[config.mk]
export PLATFORM = sky130hd
export DESIGN_NAME = airi5c_pcpi_arbiter
export DESIGN_NICKNAME = d
export VERILOG_FILES = /design/src/rtl/airi5c_pcpi_arbiter_pkg.sv /design/src/rtl/airi5c_pcpi_prio_enc.sv /design/src/rtl/airi5c_pcpi_arbiter.sv
export SDC_FILE = /design/constraint.sdc
export NUM_CORES = 1
export LEC_CHECK = 0
export ABC_AREA = 1
export CAP_MARGIN = 30
export CORE_AREA = 4 4 235 237
export CTS_CLUSTER_DIAMETER = 200
export CTS_CLUSTER_SIZE = 10
export DETAILED_ROUTE_END_ITERATION = 10
export DIE_AREA = 0 0 239 241
export PLACE_DENSITY = 0.51
export SLEW_MARGIN = 40
export SYNTH_ARGS = -nofsm -noshare
export SYNTH_HDL_FRONTEND = slang
export SYNTH_HIERARCHICAL = 1
export SYNTH_SLANG_ARGS = --single-unit
[constraint.sdc]
create_clock -name clk -period 1.6 [get_ports clk]
set_input_delay 0.24 -clock clk [delete_from_list [all_inputs] [get_ports clk]]
set_output_delay 0.24 -clock clk [all_outputs]
set_load 0.05 [all_outputs]
[src/rtl/airi5c_pcpi_arbiter_pkg.sv]
`default_nettype none
// +--------------------------------------------------------------------------+
// | airi5c_pcpi_arbiter_pkg : shared PCPI arbiter constants and state codes   |
// | Rev 1.0                                                                   |
// +--------------------------------------------------------------------------+
package airi5c_pcpi_arbiter_pkg;

  localparam int XPR_LEN            = 32;
  localparam int DEFAULT_NUM_SLAVES = 4;
  localparam int DEFAULT_TIMEOUT    = 16;
  localparam int IDX_W              = 3;

  typedef enum logic [1:0] {
    ST_IDLE  = 2'd0,
    ST_OWNED = 2'd1,
    ST_DONE  = 2'd2,
    ST_TRAP  = 2'd3
  } arb_state_e;

endpackage
`default_nettype wire

[src/rtl/airi5c_pcpi_prio_enc.sv]
`default_nettype none
// +--------------------------------------------------------------------------+
// | airi5c_pcpi_prio_enc : lowest-index-first priority encoder               |
// | Rev 1.0                                                                   |
// +--------------------------------------------------------------------------+
module airi5c_pcpi_prio_enc
  import airi5c_pcpi_arbiter_pkg::*;
#(
  parameter int NUM_SLAVES = DEFAULT_NUM_SLAVES
) (
  input  logic [NUM_SLAVES-1:0] req,
  output logic                  any,
  output logic [IDX_W-1:0]      idx
);

  always_comb begin
    any = |req;
    idx = '0;
    for (int i = NUM_SLAVES - 1; i >= 0; i--) begin
      if (req[i]) idx = IDX_W'(i);
    end
  end

endmodule
`default_nettype wire

[src/rtl/airi5c_pcpi_arbiter.sv]
`default_nettype none
// +--------------------------------------------------------------------------+
// | airi5c_pcpi_arbiter : shares one PCPI port among up to 8 custom units.   |
// | Unclaimed-instruction trap enabled by `AIRI5C_PCPI_TIMEOUT_EN.            |
// | Rev 1.0                                                                   |
// +--------------------------------------------------------------------------+
module airi5c_pcpi_arbiter
  import airi5c_pcpi_arbiter_pkg::*;
#(
  parameter int NUM_SLAVES = DEFAULT_NUM_SLAVES,
  parameter int TIMEOUT    = DEFAULT_TIMEOUT
) (
  input  logic                          clk,
  input  logic                          nreset,
  input  logic                          pcpi_valid,
  input  logic [XPR_LEN-1:0]            pcpi_insn,
  input  logic [XPR_LEN-1:0]            pcpi_rs1,
  input  logic [XPR_LEN-1:0]            pcpi_rs2,
  input  logic [XPR_LEN-1:0]            pcpi_rs3,
  output logic                          pcpi_wr,
  output logic [XPR_LEN-1:0]            pcpi_rd,
  output logic [XPR_LEN-1:0]            pcpi_rd2,
  output logic                          pcpi_use_rd64,
  output logic                          pcpi_wait,
  output logic                          pcpi_ready,
  output logic                          pcpi_illegal,
  output logic [NUM_SLAVES-1:0]         s_valid,
  output logic [XPR_LEN-1:0]            s_insn,
  output logic [XPR_LEN-1:0]            s_rs1,
  output logic [XPR_LEN-1:0]            s_rs2,
  output logic [XPR_LEN-1:0]            s_rs3,
  input  logic [NUM_SLAVES-1:0]         s_wr,
  input  logic [NUM_SLAVES-1:0]         s_use_rd64,
  input  logic [NUM_SLAVES-1:0]         s_wait,
  input  logic [NUM_SLAVES-1:0]         s_ready,
  input  logic [XPR_LEN*NUM_SLAVES-1:0] s_rd,
  input  logic [XPR_LEN*NUM_SLAVES-1:0] s_rd2
);

  if (NUM_SLAVES < 1 || NUM_SLAVES > 8 || TIMEOUT < 1) begin : g_bad_params
  end

  arb_state_e          state;
  logic [IDX_W-1:0]    owner;
  logic [NUM_SLAVES-1:0] claim_req;
  logic                claim_any;
  logic [IDX_W-1:0]    claim_idx;
  logic [IDX_W-1:0]    cap_sel;
  logic [NUM_SLAVES-1:0] owner_oh;

  // Slave responses padded to 8 entries so a 3-bit index is always in range.
  logic [7:0]          ready_x;
  logic [7:0]          wr_x;
  logic [7:0]          u64_x;
  logic [XPR_LEN-1:0]  rd_x  [8];
  logic [XPR_LEN-1:0]  rd2_x [8];

  for (genvar gi = 0; gi < 8; gi++) begin : g_pad
    if (gi < NUM_SLAVES) begin : g_live
      assign ready_x[gi] = s_ready[gi];
      assign wr_x[gi]    = s_wr[gi];
      assign u64_x[gi]   = s_use_rd64[gi];
      assign rd_x[gi]    = s_rd[XPR_LEN*gi +: XPR_LEN];
      assign rd2_x[gi]   = s_rd2[XPR_LEN*gi +: XPR_LEN];
    end else begin : g_tie
      assign ready_x[gi] = 1'b0;
      assign wr_x[gi]    = 1'b0;
      assign u64_x[gi]   = 1'b0;
      assign rd_x[gi]    = '0;
      assign rd2_x[gi]   = '0;
    end
  end

  assign claim_req = (s_wait | s_ready) & {NUM_SLAVES{pcpi_valid}};

  airi5c_pcpi_prio_enc #(
    .NUM_SLAVES (NUM_SLAVES)
  ) u_prio_enc (
    .req (claim_req),
    .any (claim_any),
    .idx (claim_idx)
  );

  assign cap_sel = (state == ST_IDLE) ? claim_idx : owner;

  always_comb begin
    for (int i = 0; i < NUM_SLAVES; i++) owner_oh[i] = (owner == IDX_W'(i));
  end

  // Gated with nreset so every output is quiet while reset is held.
  assign s_insn = pcpi_insn & {XPR_LEN{nreset}};
  assign s_rs1  = pcpi_rs1  & {XPR_LEN{nreset}};
  assign s_rs2  = pcpi_rs2  & {XPR_LEN{nreset}};
  assign s_rs3  = pcpi_rs3  & {XPR_LEN{nreset}};

  always_comb begin
    s_valid   = '0;
    pcpi_wait = 1'b0;
    if (nreset) begin
      case (state)
        ST_IDLE: begin
          s_valid   = {NUM_SLAVES{pcpi_valid}};
          pcpi_wait = pcpi_valid;
        end
        ST_OWNED: begin
          s_valid   = owner_oh & {NUM_SLAVES{pcpi_valid}};
          pcpi_wait = 1'b1;
        end
        default: begin
          s_valid   = '0;
          pcpi_wait = 1'b0;
        end
      endcase
    end
  end

`ifdef AIRI5C_PCPI_TIMEOUT_EN
  localparam int                CNT_W    = (TIMEOUT > 1) ? $clog2(TIMEOUT) : 1;
  localparam logic [CNT_W-1:0]  CNT_LAST = CNT_W'(TIMEOUT - 1);
  logic [CNT_W-1:0]             probe_cnt;
`endif

  // Result outputs double as the capture registers; they only hold data in DONE.
  always_ff @(posedge clk or negedge nreset) begin
    if (!nreset) begin
      state         <= ST_IDLE;
      owner         <= '0;
      pcpi_ready    <= 1'b0;
      pcpi_illegal  <= 1'b0;
      pcpi_wr       <= 1'b0;
      pcpi_use_rd64 <= 1'b0;
      pcpi_rd       <= '0;
      pcpi_rd2      <= '0;
`ifdef AIRI5C_PCPI_TIMEOUT_EN
      probe_cnt     <= '0;
`endif
    end else begin
      pcpi_ready    <= 1'b0;
      pcpi_illegal  <= 1'b0;
      pcpi_wr       <= 1'b0;
      pcpi_use_rd64 <= 1'b0;
      pcpi_rd       <= '0;
      pcpi_rd2      <= '0;
      case (state)
        ST_IDLE: begin
          if (claim_any) begin
            owner <= claim_idx;
`ifdef AIRI5C_PCPI_TIMEOUT_EN
            probe_cnt <= '0;
`endif
            if (ready_x[cap_sel]) begin
              state         <= ST_DONE;
              pcpi_ready    <= 1'b1;
              pcpi_wr       <= wr_x[cap_sel];
              pcpi_use_rd64 <= u64_x[cap_sel];
              pcpi_rd       <= rd_x[cap_sel];
              pcpi_rd2      <= rd2_x[cap_sel];
            end else begin
              state <= ST_OWNED;
            end
          end
`ifdef AIRI5C_PCPI_TIMEOUT_EN
          else if (pcpi_valid) begin
            if (probe_cnt == CNT_LAST) begin
              probe_cnt    <= '0;
              state        <= ST_TRAP;
              pcpi_illegal <= 1'b1;
            end else begin
              probe_cnt <= probe_cnt + 1'b1;
            end
          end else begin
            probe_cnt <= '0;
          end
`endif
        end
        ST_OWNED: begin
          if (!pcpi_valid) begin
            state <= ST_IDLE;
          end else if (ready_x[cap_sel]) begin
            state         <= ST_DONE;
            pcpi_ready    <= 1'b1;
            pcpi_wr       <= wr_x[cap_sel];
            pcpi_use_rd64 <= u64_x[cap_sel];
            pcpi_rd       <= rd_x[cap_sel];
            pcpi_rd2      <= rd2_x[cap_sel];
          end
        end
        default: state <= ST_IDLE;
      endcase
    end
  end

endmodule
`default_nettype wire

==> impl_table.tex, run 1 <==
\begin{tabular}{lr}
\hline
Metric & Value \\
\hline
\multicolumn{2}{l}{\textbf{Outcome}} \\
\quad Status & finished with violations \\
\quad Failing checks & setup timing \\
\multicolumn{2}{l}{\textbf{Clocking}} \\
\quad Number of CTS-inserted buffers & 9 \\
\quad Count of hold buffers inserted by post-cts repair & 0 \\
\quad CTS sink count & 72 \\
\quad Clock-pin slew reported for the worst setup and hold paths after clock tree synthesis & 70 ps \\
\quad Clock tree buffer depth & 2 \\
\quad Worst-skew pair later-pin latency & 360 ps \\
\quad Root Buffer & clkbuf\_16 \\
\quad Total number of H-tree levels & 3 \\
\quad CTS tree & yes \\
\multicolumn{2}{l}{\textbf{Synth}} \\
\quad Synth top area share & 27.1\% \\
\quad Compound-Gate Fraction of Synth Area & 6.33\% \\
\quad Arithmetic-cell share of the synthesized area counting full adders, half adders and majority gates & 0\% \\
\quad Sequential area share after synthesis & 27.1\% \\
\quad Synth warn & 6 \\
\quad Mean instance size in the synthesized netlist & $\sim$5.3 um2 \\
\quad Dominant combinational cell family by area after synthesis & simple AND/OR/NAND/NOR gates \\
\quad FF+latch count, synth & 72 \\
\quad Multiplexer share of the synthesized area & 0\% \\
\quad Number of instances in the synthesized netlist & 1264 \\
\quad Share of the synthesized netlist area taken by xor and xnor gates & 0\% \\
\quad Largest cells by area after synthesis & dfrtp\_1 (27\%), nand2\_1 (23\%), inv\_1 (23\%) \\
\quad Cell Area, Synth & 6660 um2 \\
\quad Synthesized netlist net count & 1667 \\
\quad Area share of and/or/nand/nor cells after synthesis & 38.1\% \\
\quad Post-synthesis cell type with the largest combined area & dfrtp\_1 \\
\quad Count of cell types in the netlist & 26 \\
\multicolumn{2}{l}{\textbf{Die}} \\
\quad Die width & 239 um \\
\quad Floorplan die area & 57600 um2 \\
\quad Die height & 241 um \\
\quad Number of cell rows & 85 \\
\quad Initial cell density of the core & 12.5\% \\
\quad I/O pins & 604 \\
\quad Core Area & 53300 um2 \\
\multicolumn{2}{l}{\textbf{STA}} \\
\quad Final-layout worst hold slack & between 20 and 30 ps \\
\quad Final hold violation count & 0 \\
\quad Highest achievable clock rate & about 0.52 GHz \\
\quad Fin Clk Skew & 14.2 ps \\
\quad Post-route setup slack & -316 ps \\
\quad Share of the cycle needed by the critical path after routing & 120\% \\
\quad Total Neg Setup Slack & -17270 ps \\
\quad Setup repair after global routing missed its margin & true \\
\quad Final-report max-slew violation count & 0 \\
\quad Final min period & 1920 ps \\
\quad \# setup viols final & 73 \\
\multicolumn{2}{l}{\textbf{Global route}} \\
\quad Global-route wire length before repair & 57200 um \\
\quad Number of global-route vias before repair & 9710 \\
\quad Number of antenna violations at the first check in global routing & 1 \\
\quad Total congestion overflow after global routing & 0 \\
\quad Maximum number of pins on one net before global-route repair & 45 \\
\quad Gr usage total & a little over an eighth \\
\multicolumn{2}{l}{\textbf{Cells and area}} \\
\quad P\&R area growth vs syn & 146\% \\
\quad Filler cell count & 5710 \\
\quad Design area & 16300 um2 \\
\quad Number of diodes added for antenna fixing & 0 \\
\quad Commonest cells after routing, fill and taps aside & inv\_1 (405), nand2\_1 (397), clkdlybuf4s50\_1 (394), buf\_12 (153), buf\_4 (105) \\
\quad Net count of the finished layout & roughly 2300 \\
\quad Share of layout cells above drive strength 1 & a little over a fifth \\
\quad Most frequent standard cell in the layout excluding fill and tap cells & inv\_1 \\
\quad Number of standard cells in the final layout excluding fillers & 2603 \\
\multicolumn{2}{l}{\textbf{Placement}} \\
\quad HPWL after detailed placement & 32200 um \\
\quad Number of input and output port buffers inserted & $\sim$600 \\
\quad Post-detailed-placement cell area & $\sim$15000 um2 \\
\quad RePlAce Congestion & a little under 0.9 \\
\quad Placed Cells incl. Taps & 2556 \\
\multicolumn{2}{l}{\textbf{Critical path}} \\
\quad Worst reg2reg setup slack & -300 ps \\
\quad Worst reg2reg path startpoint & state[1] \\
\quad Data arrival at the endpoint of the critical path & between 1500 and 2000 ps \\
\quad Worst setup path startpoint & state[1] \\
\quad Max Fanout on Critical Path & 3 \\
\quad Worst R2R Path Depth & 12 \\
\quad Critical path endpoint category & primary output \\
\quad Critical path capture point & s\_valid[2] \\
\quad End of the worst register-to-register path & pcpi\_rd[17] \\
\quad Setup crit start kind & flop \\
\quad Worst setup path class & reg2out \\
\quad Critical path required time & 1360 ps \\
\multicolumn{2}{l}{\textbf{Worst hold path}} \\
\quad Worst min-delay path category & in2async \\
\multicolumn{2}{l}{\textbf{Detailed routing}} \\
\quad TritonRoute pass-1 iters & 4 \\
\quad Number of routed nets with antenna violations & 0 \\
\quad Total DRC errors in the routed layout & 0 \\
\quad Total via count after detailed routing & about 9600 \\
\quad WL/cell & between 15 and 20 um \\
\quad Final WL & approximately 42000 um \\
\quad Post-DR vias/cell & $\sim$3.7 \\
\quad DRT iter0 DRCs & 297 \\
\multicolumn{2}{l}{\textbf{Power}} \\
\quad Peak supply drop & 779 uV \\
\quad Power density over the cells & 1470 nW/um2 \\
\quad Static leakage & 8.87 nW \\
\multicolumn{2}{l}{\textbf{Job}} \\
\quad Number of max-cap violations & 0 \\
\hline
\end{tabular}
worst max-delay path, stage by stage (launching register included):
cell and delay, ps:
dfrtp_1 410, buf_6 140, nor3_4 210, buf_6 150, a31oi_2 80, nor2_2 160, buf_12 150
registers in the layout, summed over array words and instances, names as in the netlist:
register,count
pcpi_ready,1
pcpi_use_rd64,1
pcpi_wr,1
pcpi_rd,32
pcpi_rd2,32
owner,3
state,2
cell families after synthesis:
kind of cell | count (synthesis)
simple gates | 633
buf+inv | 477
compound gates | 80
flops | 72
other cells | 2
Yosys cell counts:
library cell    n
nand3_1        71
clkbuf_1       22
buf_1           4
buf_6           3
nor2_2         17
nor3_2          1
o21ai_2         1
nor2_1        130
a31oi_1         4
a21boi_0        1
a211oi_1        1
nand4_1         1
buf_2          23
nand2_2         1
o21ai_1        56
nand3_2         1
inv_2           4
o21ai_0        15
conb_1          2
inv_1         408
dfrtp_1        72
nor2_4          1
buf_4          13
or2_1           1
a21oi_2         2
nand2_1       409
metrics by stage:
| step | setup WS (ps) | power (mW) | utilization [%] |
|---|---|---|---|
| floorplan | -24.4 | 12.1 | - |
| global placement | -913 | 18.2 | 28.3 |
| detailed placement | -926 | 18.4 | 28.3 |
| CTS | -357 | 23.0 | 29.9 |
| global route | -427 | 26.0 | 30.7 |
| finish | -316 | 24.1 | 30.7 |
where the power goes:
group | internal, mW | leakage, nW | switching, mW
logic | 7.87 | 7.72 | 11.2
registers | 2.40 | 0.986 | 0.280
clock network | 1.39 | 0.162 | 0.952
how the worst min path moves through the flow:
stage,cells past startpoint,to,start
6_report,2,pcpi_rd2[2],nreset
5_1_grt,2,pcpi_rd2[2],nreset
4_1_cts,2,pcpi_rd2[2],nreset
3_5_place_dp,2,pcpi_rd2[22],nreset
3_3_place_gp,2,pcpi_rd2[22],nreset
2_1_floorplan,0,owner[0],nreset
routing by layer:
metal  up-vias  routed length [um]  GRT usage [%]  part of all wire [%]
met5         -                  12              0                 0.029
met4         2                 899           4.02                   2.1
met3        34                3690           4.65                   8.8
met2       377               21900           24.4                    52
met1      4368               15500           14.1                    37
li1       4769                   -              -                     -
what timing repair did:
| item | in CTS | in global routing |
|---|---|---|
| pin swaps | 5 | 19 |
| gates cloned | 9 | 6 |
| endpoints found under the setup margin | 74 | 74 |
| buffers inserted | 12 | 4 |
| gates resized for setup | 51 | 79 |
layout make-up:
type / count / area, um2 / area share [%]
well taps: 696 / 871 / 5.33
repair buffers: 690 / 8420 / 51.5
inverters: 412 / 1550 / 9.48
multi-input cells: 717 / 3370 / 20.6
clock inverters: 7 / 103 / 0.628
clock buffers: 9 / 225 / 1.38
flip-flops and latches: 72 / 1800 / 11.0
Note: power is estimated with default switching activity, not from simulation.
==> run 2: changes to the inputs <==
--- a/config.mk
+++ b/config.mk
@@ -7,11 +7,11 @@
 export LEC_CHECK = 0
 export ABC_AREA = 1
 export CAP_MARGIN = 30
-export CORE_AREA = 4 4 235 237
+export CORE_AREA = 2 2 233 235
 export CTS_CLUSTER_DIAMETER = 200
 export CTS_CLUSTER_SIZE = 10
 export DETAILED_ROUTE_END_ITERATION = 10
-export DIE_AREA = 0 0 239 241
+export DIE_AREA = 0 0 235 237
 export PLACE_DENSITY = 0.51
 export SLEW_MARGIN = 40
 export SYNTH_ARGS = -nofsm -noshare
==> run 2 against run 1 <==
Compared with the run above: the flow still finishes with violations (setup timing); cell count rose by 0.65%; total power fell by 1.2%; non-clock buffer count rose by 18; wire length fell by 2.1%; global-route usage rose by 0.99 points; die area fell by 3.3%; clock skew fell by 3.0 ps.
==> impl_table.tex, run 2 (synthesis results as in run 1) <==
\begin{tabular}{lr}
\hline
Metric & Value \\
\hline
\multicolumn{2}{l}{\textbf{Power}} \\
\quad Static leakage & 8.93 nW (+0.66\%) \\
\quad Peak supply drop & 800 uV (+2.7\%) \\
\quad Power density over the cells & 1460 nW/um2 (-0.93\%) \\
\multicolumn{2}{l}{\textbf{Detailed routing}} \\
\quad Final WL & 41100 um (-2.1\%) \\
\quad Post-DR vias/cell & 3.66 (-0.17\%) \\
\quad Total via count after detailed routing & 9596 (+0.48\%) \\
\quad Number of routed nets with antenna violations & 0 (unchanged) \\
\quad TritonRoute pass-1 iters & 4 (unchanged) \\
\quad Total DRC errors in the routed layout & 0 (unchanged) \\
\quad DRT iter0 DRCs & 241 (-19\%) \\
\quad WL/cell & 15.7 um (-2.7\%) \\
\multicolumn{2}{l}{\textbf{Die}} \\
\quad Die height & 237 um (-1.7\%) \\
\quad Number of cell rows & 85 (unchanged) \\
\quad Floorplan die area & 55700 um2 (-3.3\%) \\
\quad Core Area & 53300 um2 (unchanged) \\
\quad Initial cell density of the core & 12.5\% (unchanged) \\
\quad Die width & 235 um (-1.7\%) \\
\quad I/O pins & 604 (unchanged) \\
\multicolumn{2}{l}{\textbf{Cells and area}} \\
\quad Filler cell count & 5782 (+1.3\%) \\
\quad Commonest cells after routing, fill and taps aside & inv\_1 (405), nand2\_1 (396), clkdlybuf4s50\_1 (394), buf\_12 (153), buf\_4 (119) \\
\quad Number of standard cells in the final layout excluding fillers & 2620 (+0.65\%) \\
\quad Largest registers & pcpi\_rd2 x32, pcpi\_rd x32, owner x3 \\
\quad Design area & 16300 um2 (-0.31\%) \\
\quad Net count of the finished layout & 2322 (+0.74\%) \\
\quad Number of diodes added for antenna fixing & 0 (unchanged) \\
\quad P\&R area growth vs syn & 145\% \\
\quad FF/Latch Area & 1800 um2 (unchanged) \\
\quad Share of layout cells above drive strength 1 & 21.0\% (-0.61 points) \\
\quad Most frequent standard cell in the layout excluding fill and tap cells & inv\_1 \\
\quad Area of combinational cells with multiple inputs & 3230 um2 (-4.3\%) \\
\multicolumn{2}{l}{\textbf{Global route}} \\
\quad Number of global-route vias before repair & 10022 (+3.2\%) \\
\quad Gr usage total & 14.2\% (+0.99 points) \\
\quad Global-route wire length before repair & 59400 um (+3.8\%) \\
\quad Number of antenna violations at the first check in global routing & 1 (unchanged) \\
\quad Maximum number of pins on one net before global-route repair & 56 (+24\%) \\
\quad Total congestion overflow after global routing & 0 (unchanged) \\
\multicolumn{2}{l}{\textbf{STA}} \\
\quad Fin Clk Skew & 11.2 ps (-2.97 ps) \\
\quad Slew margin rel. & 58.2\% \\
\quad Share of the cycle needed by the critical path after routing & 118\% (-2.2 points) \\
\quad Final hold violation count & 0 (unchanged) \\
\quad Highest achievable clock rate & 0.532 GHz (+1.8\%) \\
\quad Final-report max-slew violation count & 0 (unchanged) \\
\quad \# setup viols final & 73 (unchanged) \\
\quad Final min period & 1880 ps (-34.8 ps) \\
\quad Final-layout worst hold slack & 113 ps (+86.4 ps) \\
\quad Worst Max-Slew Pin Slew & 624 ps \\
\quad Setup repair after global routing missed its margin & true \\
\quad Post-route setup slack & -281 ps (+34.8 ps) \\
\multicolumn{2}{l}{\textbf{Placement}} \\
\quad Number of input and output port buffers inserted & 602 (unchanged) \\
\quad Post-detailed-placement cell area & 15100 um2 (+0.33\%) \\
\quad Placed Cells incl. Taps & 2566 (+0.39\%) \\
\quad HPWL after detailed placement & 31700 um (-1.5\%) \\
\quad RePlAce Congestion & 0.891 (-0.47\%) \\
\quad Pre-CTS WS & -999 ps (-72.9 ps) \\
\multicolumn{2}{l}{\textbf{Clocking}} \\
\quad CTS tree & yes \\
\quad CTS sink count & 72 (unchanged) \\
\quad Clock tree buffer depth & 2 (unchanged) \\
\quad Root Buffer & clkbuf\_16 \\
\quad Number of CTS-inserted buffers & 9 (unchanged) \\
\quad Total number of H-tree levels & 3 (unchanged) \\
\quad Clock-pin slew reported for the worst setup and hold paths after clock tree synthesis & 60 ps (about the same) \\
\quad Worst-skew pair later-pin latency & 380 ps (+20 ps) \\
\multicolumn{2}{l}{\textbf{Critical path}} \\
\quad Worst reg2reg path startpoint & state[1] \\
\quad Critical path required time & 1360 ps (about the same) \\
\quad Data arrival at the endpoint of the critical path & 1640 ps (-40 ps) \\
\quad Max Fanout on Critical Path & 3 (unchanged) \\
\quad Critical path endpoint category & primary output \\
\quad End of the worst register-to-register path & pcpi\_rd2[13] \\
\quad Setup crit start kind & flop \\
\quad Worst setup path class & reg2out \\
\quad Worst reg2reg setup slack & -250 ps (+50 ps) \\
\quad Worst R2R Path Depth & 11 (-1) \\
\multicolumn{2}{l}{\textbf{Worst hold path}} \\
\quad Worst min-delay path category & in2async \\
\multicolumn{2}{l}{\textbf{Outcome}} \\
\quad Failing checks & setup timing \\
\quad Status & finished with violations \\
\multicolumn{2}{l}{\textbf{Job}} \\
\quad Number of max-cap violations & 0 (unchanged) \\
\hline
\end{tabular}
## run 2: final cells by class
type	instances	area share (%)
Timing Repair Buffer	708	52.5
Multi-Input combinational cell	716	19.8
Sequential cell	72	11.1
Inverter	412	9.51
Tap cell	696	5.34
Clock buffer	9	1.38
Clock inverter	7	0.369
## run 2: worst max-delay path by stage
stage	start	slack (ps)	depth (start not counted)	end
finish	state[0]	-280	7	s_valid[0]
global route	state[1]	-380	7	s_valid[1]
CTS	state[1]	-310	6	s_valid[0]
detailed placement	pcpi_valid	-1000	14	pcpi_rd[5]
global placement	pcpi_valid	-980	14	pcpi_rd[5]
floorplan	pcpi_valid	-20	15	pcpi_rd[10]
## run 2: timing repair
item	CTS	global route
hold buffers	2	0
buffers inserted	22	2
hold endpoints to repair	13	0
gates cloned	8	4
pin swaps	7	25
gates resized for setup	53	54
endpoints found under the setup margin	74	74
## run 2: routing by layer
metal | up-vias | global-route usage [%] | wire, um
met5 | - | 0 | 9
met1 | 4359 | 14.5 | 15100
li1 | 4798 | - | -
met2 | 391 | 26.8 | 21900
met4 | 2 | 5.20 | 1020
met3 | 46 | 4.51 | 3150
## run 2: critical path, stage by stage, from the launching register on
cell     delay (ps)
dfrtp_1         360
inv_2            50
buf_6           110
nor3_4          190
buf_6           140
a31oi_1         100
nor2_2          150
buf_12          150
## run 2: stage by stage
step	power [mW]	setup TNS, ps	util (%)
2_1_floorplan	12.1	-1080	-
6_report	23.8	-14240	30.6
4_1_cts	23.1	-16290	30.1
3_3_place_gp	18.4	-56330	28.4
3_5_place_dp	18.4	-59840	28.4
5_1_grt	25.7	-22730	30.6
## run 2: power by group
| group | switching (mW) | internal [mW] |
|---|---|---|
| Sequential | 0.249 | 2.40 |
| Combinational | 10.9 | 8.12 |
| Clock | 1.01 | 1.08 |
